`src/rtl/led_pwm_driver.sv`:
```
// rtl/led_pwm_driver.sv - 8-bit PWM dimming plus blink gating for 32 active-low LEDs
// Duty changes are double-buffered so a new level only takes effect at a PWM period boundary.
module led_pwm_driver #(
  parameter logic [31:0] ADDR_CTRL  = 32'h0000_7f38,
  parameter logic [31:0] ADDR_BLINK = 32'h0000_7f3c
) (
  input  logic        clk,
  input  logic        reset,
  input  logic [31:0] led_in,
  input  logic [31:0] ADD_I,
  input  logic        WE_I,
  input  logic [31:0] DAT_I,
  output logic [31:0] DAT_O,
  output logic [31:0] led_out
);

  logic [7:0]  pwm_cnt;
  logic [7:0]  duty_shadow;
  logic [7:0]  duty_active;
  logic        blink_en;
  logic [23:0] half_period;
  logic [23:0] blink_cnt;
  logic        blink_phase;

  logic wr_ctrl;
  logic wr_blink;
  logic blink_restart;
  logic blink_run;
  logic pwm_on;
  logic pending;
  logic unused_dat;

  assign wr_ctrl       = WE_I && (ADD_I == ADDR_CTRL);
  assign wr_blink      = WE_I && (ADD_I == ADDR_BLINK);
  assign blink_restart = wr_blink || (wr_ctrl && (DAT_I[8] != blink_en));
  assign blink_run     = blink_en && (half_period != 24'd0);
  assign pwm_on        = (duty_active == 8'hFF) || (pwm_cnt < duty_active);
  assign pending       = (duty_shadow != duty_active);
  assign unused_dat    = ^DAT_I[31:24];

  always_comb begin
    DAT_O = 32'h0;
    if (ADD_I == ADDR_CTRL) begin
      DAT_O = {15'd0, pending, 7'd0, blink_en, duty_shadow};
    end else if (ADD_I == ADDR_BLINK) begin
      DAT_O = {8'd0, half_period};
    end
  end

  // duty_active samples the pre-edge shadow, so a write on the wrap edge waits a full period
  always_ff @(posedge clk or negedge reset) begin
    if (!reset) begin
      pwm_cnt     <= 8'h00;
      duty_shadow <= 8'hFF;
      duty_active <= 8'hFF;
      blink_en    <= 1'b0;
      half_period <= 24'd0;
    end else begin
      pwm_cnt <= pwm_cnt + 8'd1;
      if (pwm_cnt == 8'hFF) begin
        duty_active <= duty_shadow;
      end
      if (wr_ctrl) begin
        duty_shadow <= DAT_I[7:0];
        blink_en    <= DAT_I[8];
      end
      if (wr_blink) begin
        half_period <= DAT_I[23:0];
      end
    end
  end

  always_ff @(posedge clk or negedge reset) begin
    if (!reset) begin
      blink_cnt   <= 24'd0;
      blink_phase <= 1'b1;
    end else if (blink_restart || !blink_run) begin
      blink_cnt   <= 24'd0;
      blink_phase <= 1'b1;
    end else if (blink_cnt == half_period - 24'd1) begin
      blink_cnt   <= 24'd0;
      blink_phase <= ~blink_phase;
    end else begin
      blink_cnt <= blink_cnt + 24'd1;
    end
  end

  always_ff @(posedge clk or negedge reset) begin
    if (!reset) begin
      led_out <= 32'hFFFF_FFFF;
    end else begin
      led_out <= ~(~led_in & {32{pwm_on & blink_phase}});
    end
  end

endmodule

```
`config.mk`:
```
export PLATFORM = sky130hd
export DESIGN_NAME = led_pwm_driver
export DESIGN_NICKNAME = d
export VERILOG_FILES = /design/src/rtl/led_pwm_driver.sv
export SDC_FILE = /design/constraint.sdc
export NUM_CORES = 1
export LEC_CHECK = 0
export ABC_AREA = 1
export BUFFER_PORTS_ARGS = -buffer_cell sky130_fd_sc_hd__buf_4
export CORE_AREA = 2 2 154 118
export DETAILED_ROUTE_END_ITERATION = 6
export DIE_AREA = 0 0 156 120
export PLACE_DENSITY = 0.66
export SLEW_MARGIN = 30
export SYNTH_ARGS = -nofsm -noshare
export SYNTH_HDL_FRONTEND = slang
export SYNTH_SLANG_ARGS = --single-unit
```
`constraint.sdc`:
```
create_clock -name clk -period 3 [get_ports clk]
set_input_delay 0.15 -clock clk [delete_from_list [all_inputs] [get_ports clk]]
set_output_delay 0.15 -clock clk [all_outputs]
set_load 0.03 [all_outputs]
```
## After elaboration in Yosys (flattened, before gate mapping)

Index checks and enable logic that the tools add are counted.

| word-level totals | value |
|---|---|
| register bits | 106 |
| input bits | 99 |
| output and inout bits | 64 |
| word-level logic and storage cells | 40 |

| cells by class | value |
|---|---|
| add/subtract/negate cells | 3 |
| $lt $le $gt $ge | 1 |
| equal/unequal tests | 7 |
| multiplexer cells | 6 |
| bitwise gates (word level) | 5 |
| reduce and logical (&&, ||, !) cells | 10 |

Operator list:

| cell | count |
|---|---|
| $mux 24 | 3 |
| $eq 32x15->1 const B | 2 |
| $not 32->32 | 2 |
| $and 32x32->32 | 1 |
| $mux 32 | 1 |
| $add 24x1->24 const B | 1 |
| $eq 24x24->1 | 1 |
| $reduce_bool 24->1 | 1 |
| $sub 24x1->24 const B | 1 |
| $eq 8x8->1 const B | 2 |
| $add 8x1->8 const B | 1 |
| $lt 8x8->1 | 1 |
| $ne 8x8->1 | 1 |
| $logic_and 1x1->1 | 4 |
| $logic_or 1x1->1 | 3 |
| $mux 1 | 2 |
| $reduce_bool 2->1 | 1 |
| $and 1x1->1 | 1 |
| $logic_not 1->1 | 1 |
| $ne 1x1->1 | 1 |
| $not 1->1 | 1 |

## Depth between registers and ports, before layout

| depth | value |
|---|---|
| depth after elaboration | 6 |
| gate-level depth with buffers | 17 |

## Worst setup path after synthesis

No wires, ideal clock.

| timing path | value |
|---|---|
| path kind | reg-to-reg |
| start point | reg half_period[0] |
| end point | reg blink_cnt[14] |
| arrival | 1.847 ns |
| data required time | 2.880 ns |
| setup slack | 1.033 ns |
| cell stages (with the launch flop) | 15 |
| period minus slack after synthesis | 1.967 ns |
| path through | dfrtp_1 inv_2 ha_1 nand3_4 nor2_4 nand2_2 nor2_1 nand2_1 nand3_1 nand2_1 nor2_2 nand3_2 nand2_4 buf_12 nor2_1 |

| on the way | value |
|---|---|
| word-level cells in the longest chain between the ends | 5 |

Ends and longest elaborated chain:

| item | RTL line | RTL |
|---|---|---|
| from (decl) | 21 | `logic [23:0] half_period;` |
| from (signal assigned) | 68 | `half_period <= DAT_I[23:0];` |
| branches (longest 4 deep; another with $sub 24x1->24) | n/a |  |
| $mux 24 * | 77 | `end else if (blink_restart \|\| !blink_run) begin` |
| to (signal assigned) | 84 | `blink_cnt <= blink_cnt + 24'd1;` |
| to (decl) | 22 | `logic [23:0] blink_cnt;` |

Every way passes the cells marked *.
A chain may end at the register's enable or synchronous reset.

## Worst setup path in the final report

| timing path | value |
|---|---|
| start point | reg half_period[1] |
| end point | reg blink_cnt[8] |

The elaborated chain is that of the path after synthesis.

==> metrics.csv <==
metric,value,unit
global-route wire length before repair,26000,µm
Worst Path Arrival,2.62,ns
cells after synthesis,728,
"reg-to-reg slack, setup",0.61,ns
starting density of the core,34.2,%
CP required,3.23,ns
top cell type's share of synthesized area,24.1,%
synthesized area,0.00591,mm²
Ant. Diodes,0,
DRT Wirelength,15800,µm
prevailing post-synth register cell,dfrtp_1,
unrepaired setup endpoints after global routing,no,
Switching Fraction,23.2,%
wire per inst,14.0,µm
vias per inst,4.76,
Max-Slew Margin vs Limit,50.5,%
DIE AREA,0.0187,mm²
P_leak,3.58,nW
Vias,5378,
DPL Wire Length,11400,µm
Final Non-Filler Cells,1131,
CTS buffer count,9,
Die H,120,µm
pwr dens,367,mW/mm²
worst clock skew,0.0116,ns
Clk pwr share,44.1,%
WHS,0.00924,ns
pin count of the biggest net entering global routing,81,
max-slew violations,0,
Comb pwr share,6.4,%
Int Pwr,2.22,mW
post-synth top area cell,dfrtp_1,
Post-CTS Setup Repair Bufs,0,
H-tree depth,3,
row cnt,42,
Total Routing Usage GR,17.5,%
worst-margin pin slew,0.743,ns
boundary pin count,163,
Routed Antenna Nets,0,
total grt overflow,0,
fin crit share,79.6,%
1st-iter DRT viols,343,
Tmin final,2.39,ns
CTS tree,yes,
RD Place Congestion,0.893,
Area Overhead vs Synth,33.3,%
Total Power,2.89,mW
hold_sp,DAT_I[2],
clk slew on worst S/H paths,0.08,ns
Area contributors post-synth,"dfrtp_1 (24%), dfstp_2 (22%), nand2_1 (11%), nor2_1 (5.6%), inv_1 (5.0%)",
drt pass-1 iters,5,
clk_lat worst skew,0.36,ns
Avg Inst Size Synth,8.12,µm²
Placed Cells,1077,
Die Wd,156,µm
Seq cells post-synth,106,
ys async rst share,100,%
deepest clock path buffer count,2,
Final Net Count,1015,
NetSw,670,µW
initial antenna violation count,0,
Post-synth EDFFs,0,
Layout Utilization,45.6,%
DRC errors left,0,
most frequent cell after synthesis,nand2_1,
"top cells by count, synth","nand2_1 (172), nor2_1 (88), inv_1 (79)",
vias in the first global route,5247,
Final Hold Viols,0,
"Seq/Total Area, Yosys",45.9,%
status,finished clean,
Clock Sinks,106,
CTS root buf,clkbuf_16,
crit end category,register,
Max-Cap Viols,0,
Flop pwr share,49.5,%
share of cells above drive strength 1,27.1,%
Crit Path Category,reg2reg,
Peak VDD IR,0.304,mV
r2r startpoint,half_period[1],
highest clock rate,0.419,GHz
Setup Viol. Count Final,0,
Fin Setup TNS,0,ns
Worst Hold Class,in2reg,
CORE AREA,0.0173,mm²
Setup crit start kind,register,
count of input and output buffers,146,
Synthesis Warnings,0,
Critical Path Source,half_period[1],
Netlist cell types,36,
crit-path max FO,24,
[cell usage in the layout (no fill, tap or decap), types with 2 or more instances in the layout]
cell type	n
nor2_1	88
nand3_2	3
a21oi_1	5
dlygate4sd3_1	38
o21ai_0	47
clkinv_4	2
buf_4	150
clkbuf_16	9
dfstp_2	49
ha_1	10
conb_1	8
nor4_1	7
inv_2	3
nor3b_1	2
o22ai_1	10
nand2_2	2
nor3_1	6
inv_6	2
nand3b_1	38
xor2_1	30
dfrtp_1	57
xnor2_1	19
nand2_1	172
nand3_1	27
inv_1	79
nor2_2	15
nor2_4	3
nand4_1	19
[metal layers]
metal  global-route usage [%]  wire length (µm)
met3                     4.41              1020
met4                     5.05               272
met2                     27.2              6900
met5                        0                 0
met1                     24.2              7590
[through the flow]
stage	area [µm²]	worst slack (ns)
final	7880	0.613
after global routing	7880	0.319
after CTS	7870	0.593
after detailed placement	7180	0.622
after global placement	7180	0.678
after floorplan	5940	1.03
[final cells by class]
type                            count  area (µm²)
Tap cell                          220         275
Inverter                           82         308
Fill cell                        1658        9410
Clock inverter                      7        92.6
Clock buffer                        9         225
Timing Repair Buffer              189        1520
Multi-Input combinational cell    518        2750
Sequential cell                   106        2710
[registers in the layout, summed over array words and instances (netlist names)]
register and flops:
pwm_cnt 8, blink_cnt 24, blink_phase 1, half_period 24, duty_shadow 8, duty_active 8, led_out 32, blink_en 1
[path summary, 6_finish.rpt]
kind	end	depth (start not counted)
max	blink_cnt[8]	13
max in group asynchronous	led_out[15]	3
min reg2reg	pwm_cnt[0]	1
max reg2reg	blink_cnt[8]	13
min in group asynchronous	half_period[16]	2
min	duty_shadow[2]	3
[worst max-delay path, stage by stage (launching register included)]
cell	delay, ns
dfrtp_1	0.36
inv_1	0.15
ha_1	0.26
nand3_4	0.12
nor2_2	0.21
nand2_2	0.12
nor2_1	0.09
nand2_1	0.07
nand3_1	0.08
nand2_1	0.05
nor2_1	0.21
nand3_2	0.15
nand2_4	0.27
nor2_1	0.08
[cell families (layout without fill, tap and decap cells)]
group           after synthesis  after routing  synth area share [%]
fa+ha+maj                    10             10                  2.12
flops                       106            106                  45.9
compound gates               65             65                  5.80
other cells                   1              8                0.0634
buf+inv                     111            287                  8.19
xor+xnor                     49             49                  7.26
simple gates                386            386                  30.7
[repair_timing]
action,4_1_cts,5_1_grt
resized for setup,0,0
endpoints found under the hold margin,93,1
hold buffers,37,1
[power by group through the flow]
| stage | registers (mW) | clock network [mW] | logic, mW |
|---|---|---|---|
| final | 1.43 | 1.27 | 0.185 |
| after global routing | 1.43 | 1.36 | 0.201 |
| after CTS | 1.43 | 1.29 | 0.184 |
| after detailed placement | 1.46 | 0 | 0.146 |
| after global placement | 1.46 | 0 | 0.144 |
| after floorplan | 1.46 | 0 | 0.0304 |
Note: power is estimated with default switching activity, not from simulation.
